<file path="src/rtl/combo_lock_ctrl.sv">
// Sequencing controller for a multi-digit BCD combination lock.
// Checks strobed digits against a reprogrammable stored code.
// Counts consecutive failed attempts and enforces a timed lockout.
// All outputs come from registers only (Moore).
module combo_lock_ctrl #(
    parameter int                      NUM_DIGITS     = 6,
    parameter int                      MAX_FAIL       = 3,
    parameter int                      LOCKOUT_CYCLES = 16,
    parameter logic [4*NUM_DIGITS-1:0] DEFAULT_CODE   = 24'h722297
) (
    input  logic        clk,
    input  logic        rst,
    input  logic        digit_strobe,
    input  logic [3:0]  digit,
    input  logic        relock_req,
    input  logic        prog_req,
    output logic [1:0]  mode,
    output logic        prog_active,
    output logic [2:0]  digit_cnt,
    output logic [3:0]  fail_cnt,
    output logic [15:0] lockout_left
);

    localparam int              CW          = 4 * NUM_DIGITS;
    localparam logic [2:0]      LAST_IDX    = 3'(NUM_DIGITS - 1);
    localparam logic [3:0]      MAX_FAIL_C  = 4'(MAX_FAIL);
    localparam logic [15:0]     LOCKOUT_C   = 16'(LOCKOUT_CYCLES);

    typedef enum logic [2:0] {
        ST_ENTER,
        ST_CLOSED,
        ST_OPEN,
        ST_PROG,
        ST_LOCKOUT
    } state_t;

    state_t         state_q, state_d;
    logic [CW-1:0]  code_q, code_d;
    logic [CW-1:0]  shadow_q, shadow_d;
    logic [2:0]     digit_cnt_q, digit_cnt_d;
    logic [3:0]     fail_cnt_q, fail_cnt_d;
    logic [15:0]    lockout_left_q, lockout_left_d;
    logic           mismatch_q, mismatch_d;

    logic [CW-1:0]  code_shift;
    logic [3:0]     expected_nib;
    logic           digit_bad;
    logic           digit_wrong;
    logic           last_digit;
    logic [CW-1:0]  shadow_next;

    // Compare helpers: the expected nibble for the current position, MSB first.
    always_comb begin
        code_shift   = code_q >> (4 * (LAST_IDX - digit_cnt_q));
        expected_nib = code_shift[3:0];
        digit_bad    = (digit > 4'd9);
        digit_wrong  = digit_bad || (digit != expected_nib);
        last_digit   = (digit_cnt_q == LAST_IDX);
        shadow_next  = {shadow_q[CW-5:0], digit};
    end

    // Next-state logic for the lock sequencer and all of its counters.
    always_comb begin
        // NOTE: every variable gets its hold value first so no path leaves one unassigned (no latches).
        state_d        = state_q;
        code_d         = code_q;
        shadow_d       = shadow_q;
        digit_cnt_d    = digit_cnt_q;
        fail_cnt_d     = fail_cnt_q;
        lockout_left_d = lockout_left_q;
        mismatch_d     = mismatch_q;

        unique case (state_q)
            ST_ENTER: begin
                if (relock_req) begin
                    // Restart the entry; the failure history is kept.
                    digit_cnt_d = 3'd0;
                    mismatch_d  = 1'b0;
                end else if (digit_strobe) begin
                    if (last_digit) begin
                        digit_cnt_d = 3'd0;
                        mismatch_d  = 1'b0;
                        if (!(mismatch_q || digit_wrong)) begin
                            state_d    = ST_OPEN;
                            fail_cnt_d = 4'd0;
                        end else if (fail_cnt_q + 4'd1 == MAX_FAIL_C) begin
                            state_d        = ST_LOCKOUT;
                            fail_cnt_d     = MAX_FAIL_C;
                            lockout_left_d = LOCKOUT_C;
                        end else begin
                            state_d    = ST_CLOSED;
                            fail_cnt_d = fail_cnt_q + 4'd1;
                        end
                    end else begin
                        digit_cnt_d = digit_cnt_q + 3'd1;
                        mismatch_d  = mismatch_q | digit_wrong;
                    end
                end
            end

            ST_CLOSED: begin
                if (relock_req) begin
                    state_d     = ST_ENTER;
                    digit_cnt_d = 3'd0;
                    mismatch_d  = 1'b0;
                end
            end

            ST_OPEN: begin
                // Relock has priority over a simultaneous programming request.
                if (relock_req) begin
                    state_d     = ST_ENTER;
                    digit_cnt_d = 3'd0;
                    mismatch_d  = 1'b0;
                end else if (prog_req) begin
                    state_d     = ST_PROG;
                    digit_cnt_d = 3'd0;
                end
            end

            ST_PROG: begin
                if (relock_req) begin
                    // Abort without touching the stored code; any strobe is dropped.
                    state_d     = ST_ENTER;
                    digit_cnt_d = 3'd0;
                    mismatch_d  = 1'b0;
                end else if (digit_strobe) begin
                    if (digit_bad) begin
                        state_d     = ST_OPEN;
                        digit_cnt_d = 3'd0;
                    end else if (last_digit) begin
                        code_d      = shadow_next;
                        shadow_d    = shadow_next;
                        state_d     = ST_ENTER;
                        digit_cnt_d = 3'd0;
                        mismatch_d  = 1'b0;
                    end else begin
                        shadow_d    = shadow_next;
                        digit_cnt_d = digit_cnt_q + 3'd1;
                    end
                end
            end

            ST_LOCKOUT: begin
                if (lockout_left_q == 16'd1) begin
                    state_d        = ST_ENTER;
                    fail_cnt_d     = 4'd0;
                    lockout_left_d = 16'd0;
                    digit_cnt_d    = 3'd0;
                    mismatch_d     = 1'b0;
                end else begin
                    lockout_left_d = lockout_left_q - 16'd1;
                end
            end

            default: begin
                state_d = ST_ENTER;
            end
        endcase
    end

    // State and datapath registers with synchronous reset; the code reverts to its default.
    always_ff @(posedge clk) begin
        // NOTE: sequential state uses non-blocking assignments so all registers update from pre-edge values.
        if (rst) begin
            state_q        <= ST_ENTER;
            code_q         <= DEFAULT_CODE;
            shadow_q       <= '0;
            digit_cnt_q    <= 3'd0;
            fail_cnt_q     <= 4'd0;
            lockout_left_q <= 16'd0;
            mismatch_q     <= 1'b0;
        end else begin
            state_q        <= state_d;
            code_q         <= code_d;
            shadow_q       <= shadow_d;
            digit_cnt_q    <= digit_cnt_d;
            fail_cnt_q     <= fail_cnt_d;
            lockout_left_q <= lockout_left_d;
            mismatch_q     <= mismatch_d;
        end
    end

    // Display mode decoded purely from the registered state.
    always_comb begin
        mode = 2'b00;
        unique case (state_q)
            ST_CLOSED:  mode = 2'b01;
            ST_OPEN:    mode = 2'b10;
            ST_LOCKOUT: mode = 2'b11;
            default:    mode = 2'b00;
        endcase
    end

    assign prog_active  = (state_q == ST_PROG);
    assign digit_cnt    = digit_cnt_q;
    assign fail_cnt     = fail_cnt_q;
    assign lockout_left = lockout_left_q;

endmodule
</file>
<file path="config.mk">
export PLATFORM = sky130hd
export DESIGN_NAME = combo_lock_ctrl
export DESIGN_NICKNAME = d
export VERILOG_FILES = /design/src/rtl/combo_lock_ctrl.sv
export SDC_FILE = /design/constraint.sdc
export NUM_CORES = 1
export LEC_CHECK = 0
export BUFFER_PORTS_ARGS = -buffer_cell sky130_fd_sc_hd__buf_2
export CAP_MARGIN = 20
export CORE_UTILIZATION = 32
export CTS_CLUSTER_DIAMETER = 150
export DETAILED_ROUTE_END_ITERATION = 10
export GPL_TIMING_DRIVEN = 0
export HOLD_SLACK_MARGIN = 0.03
export PLACE_DENSITY = 0.46
export SYNTH_ARGS = -nofsm -noshare
export SYNTH_HDL_FRONTEND = slang
export SYNTH_SLANG_ARGS = --single-unit
</file>
<file path="constraint.sdc">
create_clock -name clk -period 7.6 [get_ports clk]
set_clock_uncertainty 0.1 [all_clocks]
set_input_delay 1.52 -clock clk [delete_from_list [all_inputs] [get_ports clk]]
set_output_delay 1.52 -clock clk [all_outputs]
set_load 0.005 [all_outputs]
</file>
==> results.toml, run 1 <==
[status]
run_status = "finished clean"

[die]
die-width_um = 106.5
floorplan.rows = 37
fp.dieArea_um2 = 11350
effective_utilization_at_floorplan_pct = 33.43
die_y_um = 106.5
fp.coreArea_um2 = 10460
num_io_pins = 35

[synth]
ys_top_cells_by_area = "sky130_fd_sc_hd__dfxtp_1 41%, sky130_fd_sc_hd__nand2_1 13%, sky130_fd_sc_hd__a21oi_1 7.3%, sky130_fd_sc_hd__nand3_1 2.6%, sky130_fd_sc_hd__ha_1 2.5%"
synth-edff-count = 0
ys_ff_latch = 71
yosys_most_used_dff = "sky130_fd_sc_hd__dfxtp_1"
most_frequent_cell_after_synthesis = "sky130_fd_sc_hd__nand2_1"
synth_sequential_area_ratio_pct = 40.64
cell_taking_the_most_area_after_synthesis = "sky130_fd_sc_hd__dfxtp_1"
yosys.cell_types.count = 55
postSynthAreaPerCell_um2 = 7.859
async_reset_ff_share_pct = 0
synth_top_cells_by_count = "125 x sky130_fd_sc_hd__nand2_1, 71 x sky130_fd_sc_hd__dfxtp_1, 51 x sky130_fd_sc_hd__a21oi_1"
syn_inst = 445
synth_top_area_share_pct = 40.64
net_count_of_the_mapped_netlist = 461
mappedNetlistArea_um2 = 3497
yosys_warnings = 0

[setup_path]
critical_path.startpoint_type = "input port"
setup.worst_path.end_class = "flop"
worstPathArrival_ns = 3.69
critPathKind = "input port to flop"
critical_path.max_fanout = 10
crit_required_ns = 7.77

[power_and_ir_drop]
max-vdd-ir-drop_uv = 74.53
design_power_total_mw = 0.7856
total_leakage_power_nw = 1.595
power.density_nw_per_um2 = 192.7

[placed_design]
dp.final_hpwl_um = 6845
buffer_ports.inserted = 33
place.gp.congestion = 0.8261
detailed_place.area_um2 = 3832

[route]
routedWlPerCell_um = 15.15
ant_nets = 0
drt-total-wl_um = 9547
route.detailed.drc = 0
length_of_the_first_detailed_routing_pass_in_iterations = 4
detailroute.via_count = 3171
initialDrtViolationCount = 125
routed_via_density = 5.033

[layout]
utilization_pct = 38.96
post_layout_instance_area_um2 = 4076
diodes = 0
final.fill_count = 1144
final_layout_size_suffix_gt1_share_pct = 14.37
area_growth_syn_to_layout_pct = 16.57
nNetsFinal = 505

[clocking]
cts_root_buffer = "sky130_fd_sc_hd__clkbuf_8"
clock_tree.htree_level_count = 3
cts_resized = 0
ctsLongestPathBuffers = 2
clk_latency_ns = 0.35
postCtsSetupBuffers = 0
numClockSinks = 71
total_clock_buffers_created_by_cts = 9
tritoncts_clock_tree = "done"
hold_buffer_count_at_cts = 0
cts.clk_slew.worst_paths_ns = 0.08

[run]
max_cap_viol_count = 0

[global_routing]
groute.usage.overall_pct = 17.98
antenna_violations_before_repair = 0
grt_ovf = 0
via_count_of_the_first_global_routing_pass = 2922
wire_length_of_the_first_global_routing_pass_um = 15530
grt_max_degree = 14

[timing]
finalSetupTns_ns = 0
max_freq_mhz = 284.1
worstMarginPinSlew_ns = 0.6890
final-setup-viol-count = 0
report.final.hold_viol_count = 0
final_critical_path_time_including_i_o_delays_and_setup_ns = 3.520
rsz0062_at_grt = "false"
timing.final.max_slew_violations = 0
slew_headroom_pct = 53.58
ratio_of_final_minimum_period_to_clock_period_pct = 46.31

[worst_hold_path]
hold_class = "flop to flop"
-- metal layers --
metal  vias up  wire, um  track usage, %
met2        55      4276           28.15
met4         0       134           6.458
met1      1480      4818           24.54
met5         -         0               0
met3        11       317           3.433
li1       1625         -               -
-- through the flow --
| step | cells | hold WS (ns) | setup slack, ns |
|---|---|---|---|
| after floorplan | 445 | 0.3268 | 4.530 |
| after global placement | 614 | 0.3387 | 3.625 |
| after detailed placement | 614 | 0.3449 | 3.607 |
| after CTS | 630 | 0.3575 | 4.014 |
| after global routing | 630 | 0.3735 | 3.844 |
| final | 630 | 0.3547 | 4.080 |
-- critical path, cell delays in order --
cell and delay [ns]:
sky130_fd_sc_hd__buf_2 0.13, sky130_fd_sc_hd__o21ai_0 0.57, sky130_fd_sc_hd__nand2b_1 0.22, sky130_fd_sc_hd__nor4b_4 0.69, sky130_fd_sc_hd__o21ai_2 0.18, sky130_fd_sc_hd__buf_6 0.19, sky130_fd_sc_hd__o32ai_2 0.18
-- path summary, 6_finish.rpt --
| check | start | to | slack [ns] | depth (start not counted) |
|---|---|---|---|---|
| setup / recovery | digit[1] | lockout_left[14]$_SDFFE_PP0P_ | 4.08 | 7 |
| hold / removal | code_q[5]$_SDFFE_PP0P_ | code_q[5]$_SDFFE_PP0P_ | 0.35 | 2 |
| setup reg to reg | digit_cnt[1]$_SDFFE_PP0P_ | lockout_left[14]$_SDFFE_PP0P_ | 4.34 | 11 |
| hold reg to reg | code_q[5]$_SDFFE_PP0P_ | code_q[5]$_SDFFE_PP0P_ | 0.35 | 2 |
-- cell families (layout without fill, tap and decap cells) --
group / count (synthesis) / count (layout) / share of synthesized area [%]
adders and majority gates: 7 / 7 / 2.504
AOI/OAI and AO/OA: 97 / 97 / 17.17
muxes: 11 / 11 / 4.329
DFF: 71 / 71 / 40.64
and+or+nand+nor: 216 / 216 / 28.44
buffers and inverters: 33 / 82 / 4.400
xor gates and xnor gates: 10 / 10 / 2.505
-- cell usage in the layout, fill, tap and decap left out, types with 3 or more instances in the layout --
master	count
sky130_fd_sc_hd__a21o_1	3
sky130_fd_sc_hd__a21oi_1	51
sky130_fd_sc_hd__and2_1	4
sky130_fd_sc_hd__and3_1	4
sky130_fd_sc_hd__buf_2	33
sky130_fd_sc_hd__buf_6	4
sky130_fd_sc_hd__bufinv_16	3
sky130_fd_sc_hd__clkbuf_1	18
sky130_fd_sc_hd__clkbuf_8	9
sky130_fd_sc_hd__dfxtp_1	71
sky130_fd_sc_hd__ha_1	7
sky130_fd_sc_hd__inv_1	10
sky130_fd_sc_hd__mux2_2	3
sky130_fd_sc_hd__mux2i_1	5
sky130_fd_sc_hd__mux4_2	3
sky130_fd_sc_hd__nand2_1	125
sky130_fd_sc_hd__nand2b_1	8
sky130_fd_sc_hd__nand3_1	18
sky130_fd_sc_hd__nor2_1	23
sky130_fd_sc_hd__nor3_1	10
sky130_fd_sc_hd__nor4_1	3
sky130_fd_sc_hd__o21ai_0	15
sky130_fd_sc_hd__o22ai_1	4
sky130_fd_sc_hd__or2_2	3
sky130_fd_sc_hd__or3_1	3
sky130_fd_sc_hd__xnor2_1	8
-- layout make-up --
class                   count  area [um2]  area share (%)
multi-input cells         341        1922           47.15
inverters                  10       37.54          0.9208
repair buffers             33       165.2           4.052
plain buffers              23       116.4           2.855
flip-flops and latches     71        1421           34.87
clock buffers               9       123.9           3.039
well taps                 136       170.2           4.174
clock inverters             7       120.1           2.947
-- flip-flops by register name (all words and copies together), names as in the netlist --
name / count
code_q: 24
shadow_q: 20
lockout_left: 16
fail_cnt: 4
digit_cnt: 3
state_q: 3
mismatch_q: 1
-- power by group --
| part | internal (mW) | switching, mW |
|---|---|---|
| Combinational | 0.0139 | 0.0226 |
| Clock | 0.219 | 0.156 |
| Sequential | 0.373 | 0.000959 |
| Total | 0.606 | 0.180 |
No activity file was read; power rests on OpenSTA's default activity.
==> run 2: changes to the inputs <==
--- a/config.mk
+++ b/config.mk
@@ -5,6 +5,7 @@
 export SDC_FILE = /design/constraint.sdc
 export NUM_CORES = 1
 export LEC_CHECK = 0
+export ABC_AREA = 1
 export BUFFER_PORTS_ARGS = -buffer_cell sky130_fd_sc_hd__buf_2
 export CAP_MARGIN = 20
 export CORE_UTILIZATION = 32
==> constraint.sdc (replaced) <==
create_clock -name clk -period 3.6 [get_ports clk]
set_clock_uncertainty 0.1 [all_clocks]
set_input_delay 0.72 -clock clk [delete_from_list [all_inputs] [get_ports clk]]
set_output_delay 0.72 -clock clk [all_outputs]
set_load 0.005 [all_outputs]
==> run 2 against run 1 <==
Via count grew 5.1%. Final cell count increased by 9.5%. First-iteration DRC count increased by 63%. Core utilization decreased by 1.2 points. Clock power grew 62%. Combinational power grew to 6.9 times the previous value. Synthesized cell count grew 13%. Non-clock buffer count is 3 lower. Worst setup slack lost 3.2 ns. Global-route usage down 0.74 points. Critical endpoint is now lockout_left[10]$_SDFFE_PP0P_.
==> results.toml, run 2 <==
[synth]
synth-edff-count = 0
net_count_of_the_mapped_netlist = 517
most_frequent_cell_after_synthesis = "sky130_fd_sc_hd__nand2_1"
yosys_most_used_dff = "sky130_fd_sc_hd__dfxtp_1"
synth_sequential_area_ratio_pct = 39.80
ys_ff_latch = 71
yosys.cell_types.count = 36
yosys_warnings = 0
synth_top_area_share_pct = 39.80
cell_taking_the_most_area_after_synthesis = "sky130_fd_sc_hd__dfxtp_1"
postSynthAreaPerCell_um2 = 7.128
mappedNetlistArea_um2 = 3571
async_reset_ff_share_pct = 0
syn_inst = 501
synth_top_cells_by_count = "111 x sky130_fd_sc_hd__nand2_1, 71 x sky130_fd_sc_hd__dfxtp_1, 61 x sky130_fd_sc_hd__inv_1"
ys_top_cells_by_area = "sky130_fd_sc_hd__dfxtp_1 40%, sky130_fd_sc_hd__nand2_1 12%, sky130_fd_sc_hd__a21oi_1 8.4%, sky130_fd_sc_hd__inv_1 6.4%, sky130_fd_sc_hd__o21ai_0 5.3%"

[timing]
finalSetupTns_ns = 0
rsz0062_at_grt = "false"
max_freq_mhz = 367.6
timing.final.max_slew_violations = 0
report.final.hold_viol_count = 0
worstMarginPinSlew_ns = 0.6769
final-setup-viol-count = 0
ratio_of_final_minimum_period_to_clock_period_pct = 75.56
slew_headroom_pct = 54.87
final_critical_path_time_including_i_o_delays_and_setup_ns = 2.720
finalWorstSetupSlack_ns = 0.8798

[setup_path]
worst-r2r-setup-slack_ns = 0.88
cell_repeated_most_along_the_worst_path = "sky130_fd_sc_hd__nand2_1"
critical_path.max_fanout = 10
critical_path.startpoint_type = "flop"
max_stage_delay_ns = 0.43
r2r.worst_path.cells = 14
r2r_end = "lockout_left[10]$_SDFFE_PP0P_"
setup.worst_path.end_class = "flop"
worstPathArrival_ns = 2.89
critPathKind = "flop to flop"
cp.buffers_inverters = 2
crit_chain = "inv_1 -> ha_1 -> nor2_1 -> o211ai_1 -> nand2_1 -> nand2_1 -> nand2_1 -> nand2_1 -> nor2_2 -> nand4_2 -> nand2_4 -> buf_12 -> nand2_2 -> a21oi_2"
crit_required_ns = 3.77
cpMaxStageDelayCell = "sky130_fd_sc_hd__ha_1"
reg2reg_from = "digit_cnt[1]$_SDFFE_PP0P_"
kind_of_cell_with_the_highest_combined_delay_on_the_critical_path = "simple AND/OR/NAND/NOR gates"

[layout]
diodes = 0
utilization_pct = 37.77
largest_reg_flops = 24
final_layout_size_suffix_gt1_share_pct = 15.64
nNetsFinal = 562
most_frequent_standard_cell_in_the_layout_excluding_fill_and_tap_cells = "sky130_fd_sc_hd__nand2_1"
area_growth_syn_to_layout_pct = 14.65
layout_common_cells = "111 x sky130_fd_sc_hd__nand2_1, 71 x sky130_fd_sc_hd__dfxtp_1, 61 x sky130_fd_sc_hd__inv_1"
max_flop_register = "code_q"

[worst_hold_path]
min_from = "code_q[12]$_SDFFE_PP0P_"
min_to = "code_q[12]$_SDFFE_PP0P_"
min_path_cells = 2
hold_class = "flop to flop"

[clocking]
hold_buffer_count_at_cts = 0
total_clock_buffers_created_by_cts = 9
clk_latency_ns = 0.35
cts.clk_slew.worst_paths_ns = 0.08
clock_tree.htree_level_count = 3
ctsLongestPathBuffers = 2
tritoncts_clock_tree = "done"
numClockSinks = 71
cts_resized = 0
cts_root_buffer = "sky130_fd_sc_hd__clkbuf_8"
postCtsSetupBuffers = 0

[global_routing]
groute.usage.overall_pct = 17.25
via_count_of_the_first_global_routing_pass = 3017
grt_ovf = 0
grt_max_degree = 12
wire_length_of_the_first_global_routing_pass_um = 15200
antenna_violations_before_repair = 0

[power_and_ir_drop]
total_leakage_power_nw = 1.782
max-vdd-ir-drop_uv = 157.3
design_power_total_mw = 1.669
power.density_nw_per_um2 = 407.7

[die]
floorplan.rows = 38
num_io_pins = 35
fp.coreArea_um2 = 10840
effective_utilization_at_floorplan_pct = 32.94
die-width_um = 107.6
fp.dieArea_um2 = 11590
die_y_um = 107.6

[placed_design]
place_worst_setup_slack_ns = 0.8699
dp.final_hpwl_um = 7126
buffer_ports.inserted = 34
place.gp.congestion = 0.8044

[route]
routedWlPerCell_um = 13.66
initialDrtViolationCount = 204
route.detailed.drc = 0
routed_via_density = 4.830
drt-total-wl_um = 9426
detailroute.via_count = 3333
ant_nets = 0
length_of_the_first_detailed_routing_pass_in_iterations = 5

[status]
run_status = "finished clean"

[run]
max_cap_viol_count = 0
run 2: logic make-up (layout without fill, tap and decap cells):
kind of cell | count (synthesis) | count (layout) | share of synthesized area, %
XOR/XNOR | 7 | 7 | 1.927
buffers and inverters | 81 | 130 | 9.671
AND/OR/NAND/NOR | 211 | 211 | 26.10
adder cells (fa/ha/maj) | 7 | 7 | 2.453
flip-flops | 71 | 71 | 39.80
AO/OA/AOI/OAI | 124 | 124 | 20.04
run 2: how the worst max path moves through the flow:
stage	slack, ns	cells past startpoint	endpoint	from
after floorplan	1.43	14	lockout_left[10]$_SDFFE_PP0P_	digit_cnt[1]$_SDFFE_PP0P_
after global placement	0.88	14	state_q[0]$_SDFFE_PP0P_	digit_cnt[1]$_SDFFE_PP0P_
after detailed placement	0.87	14	lockout_left[8]$_SDFFE_PP0P_	digit_cnt[1]$_SDFFE_PP0P_
after CTS	0.84	14	lockout_left[10]$_SDFFE_PP0P_	digit_cnt[1]$_SDFFE_PP0P_
after global routing	0.60	14	lockout_left[13]$_SDFFE_PP0P_	digit_cnt[1]$_SDFFE_PP0P_
final	0.88	14	lockout_left[10]$_SDFFE_PP0P_	digit_cnt[1]$_SDFFE_PP0P_
run 2: metrics by stage:
step / hold WS (ns) / std cells / area (um2)
2_1_floorplan: 0.3236 / 501 / 3571
3_3_place_gp: 0.3439 / 675 / 3916
5_1_grt: 0.3715 / 690 / 4094
4_1_cts: 0.3580 / 690 / 4094
3_5_place_dp: 0.3462 / 675 / 3916
6_report: 0.3561 / 690 / 4094
run 2: final cells by class:
type | count | area (um2)
Inverter | 62 | 235.2
Multi-Input combinational cell | 349 | 1804
Buffer | 19 | 110.1
Fill cell | 1194 | 6746
Clock buffer | 10 | 127.6
Tap cell | 140 | 175.2
Timing Repair Buffer | 34 | 170.2
Clock inverter | 5 | 50.05
Sequential cell | 71 | 1421
run 2: metal layers:
metal / GRT usage [%] / vias up / share of wire, %
met1: 22.97 / 1531 / 49
met3: 4.661 / 8 / 3.9
met4: 4.110 / 0 / 0.84
li1: - / 1736 / -
met2: 27.56 / 58 / 46
met5: 0 / - / 0
run 2: worst min-delay path: stages, from the launching register on:
cell,delay [ns]
sky130_fd_sc_hd__dfxtp_1,0.32
sky130_fd_sc_hd__inv_1,0.05
sky130_fd_sc_hd__a21oi_1,0.05
run 2: where the power goes:
group	total [mW]	internal (mW)	switching, mW
Sequential	0.807	0.795	0.0119
Clock	0.610	0.312	0.299
Combinational	0.252	0.0855	0.166
Total	1.67	1.19	0.477
==> run 3: changes to the inputs <==
==> constraint.sdc (replaced) <==
create_clock -name clk -period 2.7 [get_ports clk]
set_clock_uncertainty 0.1 [all_clocks]
set_input_delay 0.54 -clock clk [delete_from_list [all_inputs] [get_ports clk]]
set_output_delay 0.54 -clock clk [all_outputs]
set_load 0.005 [all_outputs]
==> run 3 against run 2 <==
Sequential cell count did not move. Via count did not move. Wire length barely moved. Final area rose by 0.49%. Power rose by 34%. Hold slack got worse by 0.0061 ns. Final cell count did not move. Fmax rose by 13%.
==> results.toml, run 3 (synthesis gave the netlist of run 2 again) <==
[power_and_ir_drop]
power.density_nw_per_um2 = 543.2
total_leakage_power_nw = 1.782
max-vdd-ir-drop_uv = 209.7

[clocking]
cts.clk_slew.worst_paths_ns = 0.08
ctsLongestPathBuffers = 2
hold_buffer_count_at_cts = 0
numClockSinks = 71
total_clock_buffers_created_by_cts = 9
tritoncts_clock_tree = "done"
clk_latency_ns = 0.35
postCtsSetupBuffers = 0
cts_root_buffer = "sky130_fd_sc_hd__clkbuf_8"
clock_tree.htree_level_count = 3

[die]
fp.dieArea_um2 = 11590
num_io_pins = 35
die-width_um = 107.6
effective_utilization_at_floorplan_pct = 32.94
die_y_um = 107.6
floorplan.rows = 38
fp.coreArea_um2 = 10840

[placed_design]
place.gp.congestion = 0.8044
buffer_ports.inserted = 34
placed_insts = 675
dp.final_hpwl_um = 7126

[layout]
most_frequent_standard_cell_in_the_layout_excluding_fill_and_tap_cells = "sky130_fd_sc_hd__nand2_1"
max_flop_register = "code_q"
final_layout_size_suffix_gt1_share_pct = 16.18
diodes = 0
largest_reg_flops = 24
final.fill_count = 1191
utilization_pct = 37.95
layout_common_cells = "111 x sky130_fd_sc_hd__nand2_1, 71 x sky130_fd_sc_hd__dfxtp_1, 60 x sky130_fd_sc_hd__inv_1, 60 x sky130_fd_sc_hd__a21oi_1, 38 x sky130_fd_sc_hd__o21ai_0"
area_growth_syn_to_layout_pct = 15.21
nNetsFinal = 562
stdcell_count = 690

[global_routing]
via_count_of_the_first_global_routing_pass = 3017
grt_max_degree = 12
groute.usage.overall_pct = 17.25
antenna_violations_before_repair = 0
grt_ovf = 0
wire_length_of_the_first_global_routing_pass_um = 15200

[setup_path]
crit_required_ns = 2.87
critical_path.startpoint_type = "flop"
critPathKind = "flop to flop"
worstPathArrival_ns = 2.58
setup.worst_path.end_class = "flop"
critical_path.max_fanout = 10

[route]
length_of_the_first_detailed_routing_pass_in_iterations = 4
detailroute.via_count = 3333
routed_via_density = 4.830
ant_nets = 0
routedWlPerCell_um = 13.67
route.detailed.drc = 0
drt-total-wl_um = 9432
initialDrtViolationCount = 196

[timing]
slew_headroom_pct = 54.87
max_freq_mhz = 415.6
timing.final.max_slew_violations = 0
final_critical_path_time_including_i_o_delays_and_setup_ns = 2.406
report.final.hold_viol_count = 0
rsz0062_at_grt = "false"
ratio_of_final_minimum_period_to_clock_period_pct = 89.12
final-setup-viol-count = 0
worstMarginPinSlew_ns = 0.6769

[status]
run_status = "finished clean"

[run]
max_cap_viol_count = 0

[worst_hold_path]
hold_class = "input port to flop"
run 3: cell counts in the layout (fill, tap and decap cells not counted):
No cell type changed its count.
run 3: per-stage QoR:
stage	hold slack, ns	instance area [um2]	setup TNS [ns]	total power [mW]	worst slack [ns]
2_1_floorplan	0.3236	3571	0	1.343	0.5251
3_3_place_gp	0.3439	3916	-0.02150	1.438	-0.02150
3_5_place_dp	0.3462	3916	-0.2351	1.437	-0.03013
4_1_cts	0.3264	4096	0	2.256	0.02103
5_1_grt	0.3454	4114	0	2.353	0.07884
6_report	0.3500	4114	0	2.235	0.2937
run 3: worst paths after layout:
check	from	to	slack (ns)	depth (start not counted)
max	digit_cnt[1]$_SDFFE_PP0P_	lockout_left[10]$_SDFFE_PP0P_	0.29	16
min	digit[0]	code_q[0]$_SDFFE_PP1P_	0.35	3
max reg2reg	digit_cnt[1]$_SDFFE_PP0P_	lockout_left[10]$_SDFFE_PP0P_	0.29	16
min reg2reg	code_q[12]$_SDFFE_PP0P_	code_q[12]$_SDFFE_PP0P_	0.36	2
run 3: area by class of cell:
| cell class | count | area [um2] | share of cell area, % |
|---|---|---|---|
| multi-input cells | 349 | 1824 | 44.34 |
| flip-flops and latches | 71 | 1421 | 34.55 |
| inverters | 62 | 235.2 | 5.718 |
| well taps | 140 | 175.2 | 4.258 |
| repair buffers | 34 | 170.2 | 4.136 |
| clock buffers | 10 | 127.6 | 3.102 |
| plain buffers | 19 | 110.1 | 2.676 |
| clock inverters | 5 | 50.05 | 1.217 |
run 3: critical path: stages, from the launching register on:
cell                      delay (ns)
sky130_fd_sc_hd__dfxtp_1        0.42
sky130_fd_sc_hd__inv_2          0.14
sky130_fd_sc_hd__ha_4           0.30
sky130_fd_sc_hd__inv_1          0.14
sky130_fd_sc_hd__nand3_1        0.09
sky130_fd_sc_hd__nand2_1        0.08
sky130_fd_sc_hd__nand2_1        0.05
sky130_fd_sc_hd__nand2_1        0.08
sky130_fd_sc_hd__nand2_1        0.07
sky130_fd_sc_hd__nand2_1        0.06
sky130_fd_sc_hd__nand2_1        0.05
sky130_fd_sc_hd__nor2_2         0.11
sky130_fd_sc_hd__nand4_2        0.15
sky130_fd_sc_hd__nand2_4        0.16
sky130_fd_sc_hd__buf_12         0.16
sky130_fd_sc_hd__nand2_2        0.05
sky130_fd_sc_hd__a21oi_2        0.10
run 3: power breakdown:
group	internal, mW	leakage (nW)	switching (mW)
Combinational	0.119	1.11	0.226
Clock	0.416	0.0957	0.397
Sequential	1.06	0.573	0.0164
run 3: metal layers:
layer	share of wire, %	global-route usage (%)	routed length (um)
met2	46	27.56	4328
met1	50	22.97	4680
met3	3.6	4.661	344
met5	0	0	0
met4	0.84	4.110	79
run 3: what timing repair did:
item,in CTS,in global routing
resized for setup,1,4
gates cloned,0,0
setup endpoints to repair,16,23
pin swaps,0,0
